===== config.mk =====
export PLATFORM = sky130hd
export DESIGN_NAME = ula_seq
export DESIGN_NICKNAME = d
export VERILOG_FILES = /design/src/rtl/ula_seq.sv
export SDC_FILE = /design/constraint.sdc
export NUM_CORES = 1
export LEC_CHECK = 0
export BUFFER_PORTS_ARGS = -buffer_cell sky130_fd_sc_hd__clkbuf_2
export CAP_MARGIN = 5
export CELL_PAD_IN_SITES_DETAIL_PLACEMENT = 1
export CELL_PAD_IN_SITES_GLOBAL_PLACEMENT = 1
export CORE_ASPECT_RATIO = 0.8
export CORE_MARGIN = 1
export CORE_UTILIZATION = 49
export CTS_BUF_LIST = sky130_fd_sc_hd__clkbuf_4 sky130_fd_sc_hd__clkbuf_8
export DETAILED_ROUTE_END_ITERATION = 10
export GPL_ROUTABILITY_DRIVEN = 0
export PLACE_DENSITY = 0.95
export SYNTH_ARGS = -nofsm -noshare
export SYNTH_HDL_FRONTEND = slang
export SYNTH_SLANG_ARGS = --single-unit

===== constraint.sdc =====
create_clock -name clk -period 7.05 [get_ports clk]
set_input_delay 1.0575 -clock clk [delete_from_list [all_inputs] [get_ports clk]]
set_output_delay 1.0575 -clock clk [all_outputs]
set_load 0.02 [all_outputs]

===== src/rtl/ula_seq.sv =====
// Registered MIC-1 ULA with valid/ready handshake and an iterative
// shift-add multiplier mapped onto the otherwise unused shifter code 2'b11.
module ula_seq #(
  parameter int WIDTH = 32
) (
  input  logic             clk,
  input  logic             reset,
  input  logic [WIDTH-1:0] A,
  input  logic [WIDTH-1:0] B,
  input  logic [7:0]       select,
  input  logic             in_valid,
  output logic             in_ready,
  output logic [WIDTH-1:0] out,
  output logic             N,
  output logic             Z,
  output logic             C,
  output logic             out_valid,
  input  logic             out_ready
);

  localparam int CW = $clog2(WIDTH);

  typedef enum logic [1:0] {IDLE, MUL, HOLD} state_t;

  state_t           state_q, state_d;
  logic [WIDTH-1:0] out_q, out_d;
  logic             n_q, n_d, z_q, z_d, c_q, c_d;
  logic [WIDTH-1:0] acc_q, acc_d, mcand_q, mcand_d, mplier_q, mplier_d;
  logic [CW-1:0]    cnt_q, cnt_d;

  logic [WIDTH-1:0] a_op, b_op, alu_res, shift_res, acc_step;
  logic [WIDTH:0]   sum;
  logic             alu_c;
  logic             accept;
  logic             is_mul;

  // Combinational MIC-1 ALU followed by the shifter.
  // NOTE: every signal assigned in an always_comb gets a value on every path
  // (defaults first), otherwise synthesis infers a latch.
  always_comb begin
    a_op = select[3] ? A : '0;
    if (select[1]) a_op = ~a_op;
    b_op  = select[2] ? B : '0;
    sum   = {1'b0, a_op} + {1'b0, b_op} + {{WIDTH{1'b0}}, select[0]};
    alu_c = 1'b0;
    case (select[5:4])
      2'b00:   alu_res = a_op & b_op;
      2'b01:   alu_res = a_op | b_op;
      2'b10:   alu_res = ~b_op;
      default: begin
        alu_res = sum[WIDTH-1:0];
        alu_c   = sum[WIDTH];
      end
    endcase
    case (select[7:6])
      2'b10:   shift_res = alu_res << 8;
      2'b01:   shift_res = {alu_res[WIDTH-1], alu_res[WIDTH-1:1]};
      default: shift_res = alu_res;
    endcase
  end

  assign is_mul   = (select[7:6] == 2'b11);
  assign acc_step = acc_q + (mplier_q[0] ? mcand_q : '0);
  assign in_ready = (state_q == IDLE) || (state_q == HOLD && out_ready);
  assign accept   = in_valid && in_ready;

  always_comb begin
    state_d  = state_q;
    out_d    = out_q;
    n_d      = n_q;
    z_d      = z_q;
    c_d      = c_q;
    acc_d    = acc_q;
    mcand_d  = mcand_q;
    mplier_d = mplier_q;
    cnt_d    = cnt_q;

    case (state_q)
      MUL: begin
        acc_d    = acc_step;
        mcand_d  = mcand_q << 1;
        mplier_d = mplier_q >> 1;
        cnt_d    = cnt_q + CW'(1);
        if (cnt_q == CW'(WIDTH - 1)) begin
          out_d   = acc_step;
          n_d     = acc_step[WIDTH-1];
          z_d     = (acc_step == '0);
          c_d     = 1'b0;
          state_d = HOLD;
        end
      end
      HOLD:    if (out_ready) state_d = IDLE;
      default: ;
    endcase

    // A new operation loads identically from IDLE and from a draining HOLD.
    if (accept) begin
      if (is_mul) begin
        acc_d    = '0;
        mcand_d  = A;
        mplier_d = B;
        cnt_d    = '0;
        state_d  = MUL;
      end else begin
        out_d   = shift_res;
        n_d     = alu_res[WIDTH-1];
        z_d     = (alu_res == '0);
        c_d     = alu_c;
        state_d = HOLD;
      end
    end
  end

  // NOTE: sequential state uses non-blocking assignments so every flop
  // samples the pre-edge value regardless of statement order.
  always_ff @(posedge clk or posedge reset) begin
    if (reset) begin
      state_q  <= IDLE;
      out_q    <= '0;
      n_q      <= 1'b0;
      z_q      <= 1'b0;
      c_q      <= 1'b0;
      acc_q    <= '0;
      mcand_q  <= '0;
      mplier_q <= '0;
      cnt_q    <= '0;
    end else begin
      state_q  <= state_d;
      out_q    <= out_d;
      n_q      <= n_d;
      z_q      <= z_d;
      c_q      <= c_d;
      acc_q    <= acc_d;
      mcand_q  <= mcand_d;
      mplier_q <= mplier_d;
      cnt_q    <= cnt_d;
    end
  end

  assign out       = out_q;
  assign N         = n_q;
  assign Z         = z_q;
  assign C         = c_q;
  assign out_valid = (state_q == HOLD);

endmodule


### Word level (Yosys, flattened, before mapping)

Cells that the tools add are included.

| storage, ports and cells | value |
|---|---|
| word-level logic and storage cells | 77 |
| output and inout port bits | 37 |
| input port bits | 76 |
| flip-flop bits (word level) | 138 |

| cells by class | value |
|---|---|
| reduce and logical (&&, ||, !) cells | 10 |
| eq/ne operators | 10 |
| add/sub/neg operators | 4 |
| muxes and demuxes | 40 |
| bitwise logic cells | 4 |

Operators with widths:

| cell | number |
|---|---|
| $mux W32 | 17 |
| $pmux W32 S3 | 1 |
| $logic_not A32 Y1 | 2 |
| $not A32 Y32 | 2 |
| $pmux W32 S2 | 1 |
| $add A32 B32 Y33 | 1 |
| $add A33 B1 Y33 | 1 |
| $add A32 B32 Y32 | 1 |
| $and A32 B32 Y32 | 1 |
| $or A32 B32 Y32 | 1 |
| $mux W5 | 3 |
| $mux W1 | 13 |
| $eq A2 B2 Y1 const B | 4 |
| $mux W2 | 4 |
| $eq A2 B1 Y1 const B | 3 |
| $add A5 B1 Y5 const B | 1 |
| $eq A5 B5 Y1 const B | 1 |
| $logic_not A2 Y1 | 2 |
| $pmux W2 S2 | 1 |
| $ne A3 B1 Y1 const B | 1 |
| $ne A3 B3 Y1 const B | 1 |
| $reduce_and A3 Y1 | 1 |
| $reduce_bool A3 Y1 | 1 |
| $reduce_or A3 Y1 | 1 |
| other kinds (2) | 3 |

### Logic depth before layout (Yosys ltp)

| logic depth | value |
|---|---|
| depth after elaboration | 9 |
| depth in mapped cells | 17 |

### Worst setup path after synthesis

OpenSTA, ideal clock, no wires.

| path | value |
|---|---|
| path kind | input to register |
| from | in select[1] |
| to | reg z_q (netlist: Z) |
| buffers on the path | 2 |
| slack | 1.338 ns |
| arrival | 5.620 ns |
| stages | 15 |
| setup time | 0.092 ns |
| data required time | 6.958 ns |
| path through | clkbuf_1 buf_1 xnor2_1 fa_1 fa_1 xor2_1 mux4_2 or3_1 or3_1 or4_1 nor4_2 nand4b_1 or4b_1 nand4bb_1 o31ai_2 |

| between the ends | value |
|---|---|
| longest elaborated chain between the ends | 7 |
| elaborated cells on any way between the ends | 9 |
| classes of those cells | 2 x add/sub; 4 x mux; 2 x bitwise; 1 x reduce/logical |

Ends and longest elaborated chain:

| element | RTL line | source |
|---|---|---|
| start, declared | 10 | `input logic [7:0] select,` |
| $mux W32 * | 42 | `if (select[1]) a_op = ~a_op;` |
| $add A32 B32 Y33 | 44 | `sum = {1'b0, a_op} + {1'b0, b_op} + {{WIDTH{1'b0}}, select[0]};` |
| $add A33 B1 Y33 | 44 |  |
| $pmux W32 S3 * | 46 | `case (select[5:4])` |
| $logic_not A32 Y1 * | 107 | `z_d = (alu_res == '0);` |
| $mux W1 * | 98 | `if (is_mul) begin` |
| $mux W1 * | 97 | `if (accept) begin` |
| via z_d | 27 | `logic n_q, n_d, z_q, z_d, c_q, c_d;` |
| end signal, assigned | 131 | `z_q <= z_d;` |
| end, declared | 27 |  |

Mark *: on every way through the listed nets, which the timed path passes. The rest lies on a longest branch.
A chain may end at the register's enable or synchronous reset.

### Final worst setup path

| path | value |
|---|---|
| from | in select[3] |
| to | reg z_q (netlist: Z) |

| between the ends | value |
|---|---|
| longest elaborated chain between the ends | 9 |
| elaborated cells on any way between the ends | 11 |
| classes of those cells | 2 x add/sub; 5 x mux; 3 x bitwise; 1 x reduce/logical |

Ends and longest elaborated chain:

| element | RTL line | source |
|---|---|---|
| $mux W32 * | 41 | `a_op = select[3] ? A : '0;` |
| $not A32 Y32 | 42 |  |
| $mux W32 * | 42 |  |
| $add A32 B32 Y33 | 44 |  |
| $add A33 B1 Y33 | 44 |  |
| $pmux W32 S3 * | 46 |  |
| $logic_not A32 Y1 * | 107 |  |
| $mux W1 * | 98 |  |
| $mux W1 * | 97 |  |
| via z_d | 27 |  |

Marked as above.

==> flow_metrics.py <==
metrics = {
    "floorplan": {
        "ioPinCount": 113,
        "dieArea_sq_um": 26300,
        "die_w_um": 181,
        "die_height_um": 145,
        "std_cell_rows": 51,
        "coreArea_sq_um": 24800,
        "start_util": 0.507,
    },
    "yosys": {
        "synthDistinctLibCells": 81,
        "yosysTopAreaCellShare": 0.275,
        "synth_cells": 1670,
        "synth_edf_count": 0,
        "synthTopCellsByArea": "dfrtp_1 28%, ha_1 10%, nand2_1 9.2%",
        "synthArstFlopShare": 1.00,
        "yosysWarnings": 0,
        "synth_area_per_cell_sq_um": 7.51,
        "yosysSeqAreaShare": 0.275,
        "synth-seq-cells": 138,
        "yosysTopAreaCell": "dfrtp_1",
        "synth_area_sq_um": 12500,
        "syn-num-nets": 1849,
        "synth_flop_cell": "dfrtp_1",
    },
    "sta": {
        "tns_ps": 0,
        "maxSlewHeadroom": 0.228,
        "clock_skew_ps": 13.6,
        "finalCritPeriodShare": 0.826,
        "max_freq_ghz": 0.172,
        "finalSetupViolCount": 0,
        "grt_setup_unrepaired": "false",
        "slew_viol_final": 0,
        "period_minus_slack_ps": 5820,
        "worstMarginPinSlew_ps": 1160,
        "hold_viol": 0,
    },
    "global_route": {
        "grt_pass1_wl_mm": 74.1,
        "overflow": 0,
        "grt_start_max_net_pins": 96,
        "antenna_found_initial": 0,
        "grtUsageTotal": 0.356,
        "grt_pass1_vias": 13982,
    },
    "clocking": {
        "post-cts-setup-buffers": 0,
        "htree_levels": 4,
        "cts_hold_buf": 0,
        "cts.clk_slew.worst_paths_ps": 90,
        "clk_path_buf_depth": 2,
        "numCtsBuffers": 17,
        "cts_root_buf": "clkbuf_8",
        "cts_resized": 0,
        "cts_tree": "built",
        "clkSinkCount": 138,
        "clock_latency_ps": 520,
    },
    "status": {
        "status": "finished clean",
    },
    "worst_setup_path": {
        "crit_path_start_kind": "input pin",
        "setup.worst_path.end_class": "flip-flop",
        "critPathLaunch": "select[3]",
        "worstPathArrival_ps": 6250,
        "critPathKind": "in2reg",
        "worstReg2RegStart": "mplier_q[0]$_DFF_PP0_",
        "cp.required_ps": 7470,
        "cp_max_fo": 17,
    },
    "routing": {
        "post_drt_via_cell_ratio": 6.48,
        "wl_per_cell_um": 22.7,
        "ant_nets": 0,
        "firstDrtPassIters": 7,
        "drc": 0,
        "drtIter0Drc": 1142,
        "vias": 13235,
        "wirelength_mm": 46.3,
    },
    "run": {
        "drv_cap": 0,
    },
    "layout": {
        "final_nets": 1890,
        "fin_util": 0.549,
        "n_antenna_cell": 0,
        "regArea_sq_um": 3450,
        "most-common-layout-cells": "306 x nand2_1, 173 x nor2_1, 145 x a21oi_1",
        "syn_to_final_growth_pct": 8.38,
        "multi_input_area_sq_um": 8300,
        "nFillCells": 3188,
        "drive_gt1_frac": 0.111,
        "final_common_cell": "nand2_1",
    },
    "power_and_ir_drop": {
        "p_leak_nw": 6.54,
        "p_per_area_nw_per_um2": 328,
        "peakVddDrop_uv": 257,
    },
    "placement": {
        "dp_hpwl_mm": 33.1,
        "io_buffer_count": 112,
    },
    "worst_hold_path": {
        "min_from": "mplier_q[31]$_DFF_PP0_",
        "hp-class": "reg2reg",
    },
}
[stage by stage]
stage	power [W]	std cells	hold slack, ps	setup slack, ps	cell area, sq um
finish	0.00447	2042	513	1230	13600
global route	0.00474	2042	566	911	13600
CTS	0.00444	2042	517	1380	13600
detailed placement	0.00368	2010	488	927	13200
global placement	0.00351	2010	488	1200	13200
floorplan	0.00296	1670	466	1340	12500
[synth_stat cells, types with 7 or more instances]
cell type / number
mux2i_1: 24
xor2_1: 24
a221oi_1: 25
nor3_1: 17
buf_1: 17
and3_1: 10
a21oi_1: 145
and2_1: 35
nor2b_1: 7
nand2_1: 307
o211ai_1: 9
o31ai_1: 13
inv_1: 95
xnor2_1: 63
a21o_1: 23
nor4_1: 7
nand2b_1: 11
o21ai_0: 66
clkbuf_1: 81
ha_1: 100
nand3_1: 25
a211oi_1: 44
a31oi_1: 73
a22oi_1: 10
nand4_1: 13
dfrtp_1: 138
nor2_1: 173
or3_1: 7
[power breakdown]
| group | internal, W | total, W | switching [W] | leakage, nW |
|---|---|---|---|---|
| Clock | 0.000329 | 0.000709 | 0.000380 | 0.192 |
| Sequential | 0.00112 | 0.00140 | 0.000281 | 1.73 |
| Combinational | 0.000831 | 0.00236 | 0.00153 | 4.62 |
[state kept, by name, indices dropped and copies added, names as in the netlist]
register  flops
state_q       2
out          32
C             1
mcand_q      32
N             1
cnt_q         5
acc_q        32
mplier_q     32
Z             1
[area by class of cell]
cell class                      instances  share of cell area
Timing Repair Buffer                  129              0.0506
Sequential cell                       138               0.254
Tap cell                              318              0.0293
Clock inverter                         13              0.0106
Inverter                               95              0.0266
Multi-Input combinational cell       1330               0.610
Clock buffer                           19              0.0188
[kinds of logic after synthesis]
kind of cell    Yosys count  synth area share
simple gates            635             0.221
mux                      31            0.0310
compound gates          473             0.240
xor+xnor                 88            0.0626
flops                   138             0.275
fa+ha+maj               103             0.104
buf+inv                 202            0.0657
[final timing paths]
| kind | endpoint | slack (ps) | cells after the start |
|---|---|---|---|
| setup reg to reg | Z$_DFF_PP0_ | 1790 | 14 |
| max in group asynchronous | mplier_q[29]$_DFF_PP0_ | 5000 | 3 |
| min in group asynchronous | acc_q[6]$_DFF_PP0_ | 650 | 2 |
| setup / recovery | Z$_DFF_PP0_ | 1230 | 16 |
| hold / removal | mplier_q[31]$_DFF_PP0_ | 510 | 2 |
| hold reg to reg | mplier_q[31]$_DFF_PP0_ | 510 | 2 |
[worst max-delay path, stage by stage]
cell       delay, ps
clkbuf_2         450
nand2_1          150
xnor2_1          220
fa_1             470
fa_1             550
a211oi_1         480
o21ai_0          280
a21oi_1          450
a2111oi_0        280
a211oi_1         400
xor2_1           190
o221ai_1         200
nor2_1           130
or4b_1           430
nand4bb_1        240
o31ai_2          250
[per-layer routing]
layer  up-vias  GRT usage  wire (um)
met5         -          0          0
met4         0      0.198       2320
met3       180     0.0698       3110
met2       577      0.577      21600
met1      6552      0.445      19300
li1       5926          -          -
No activity file was read; power rests on OpenSTA's default activity.
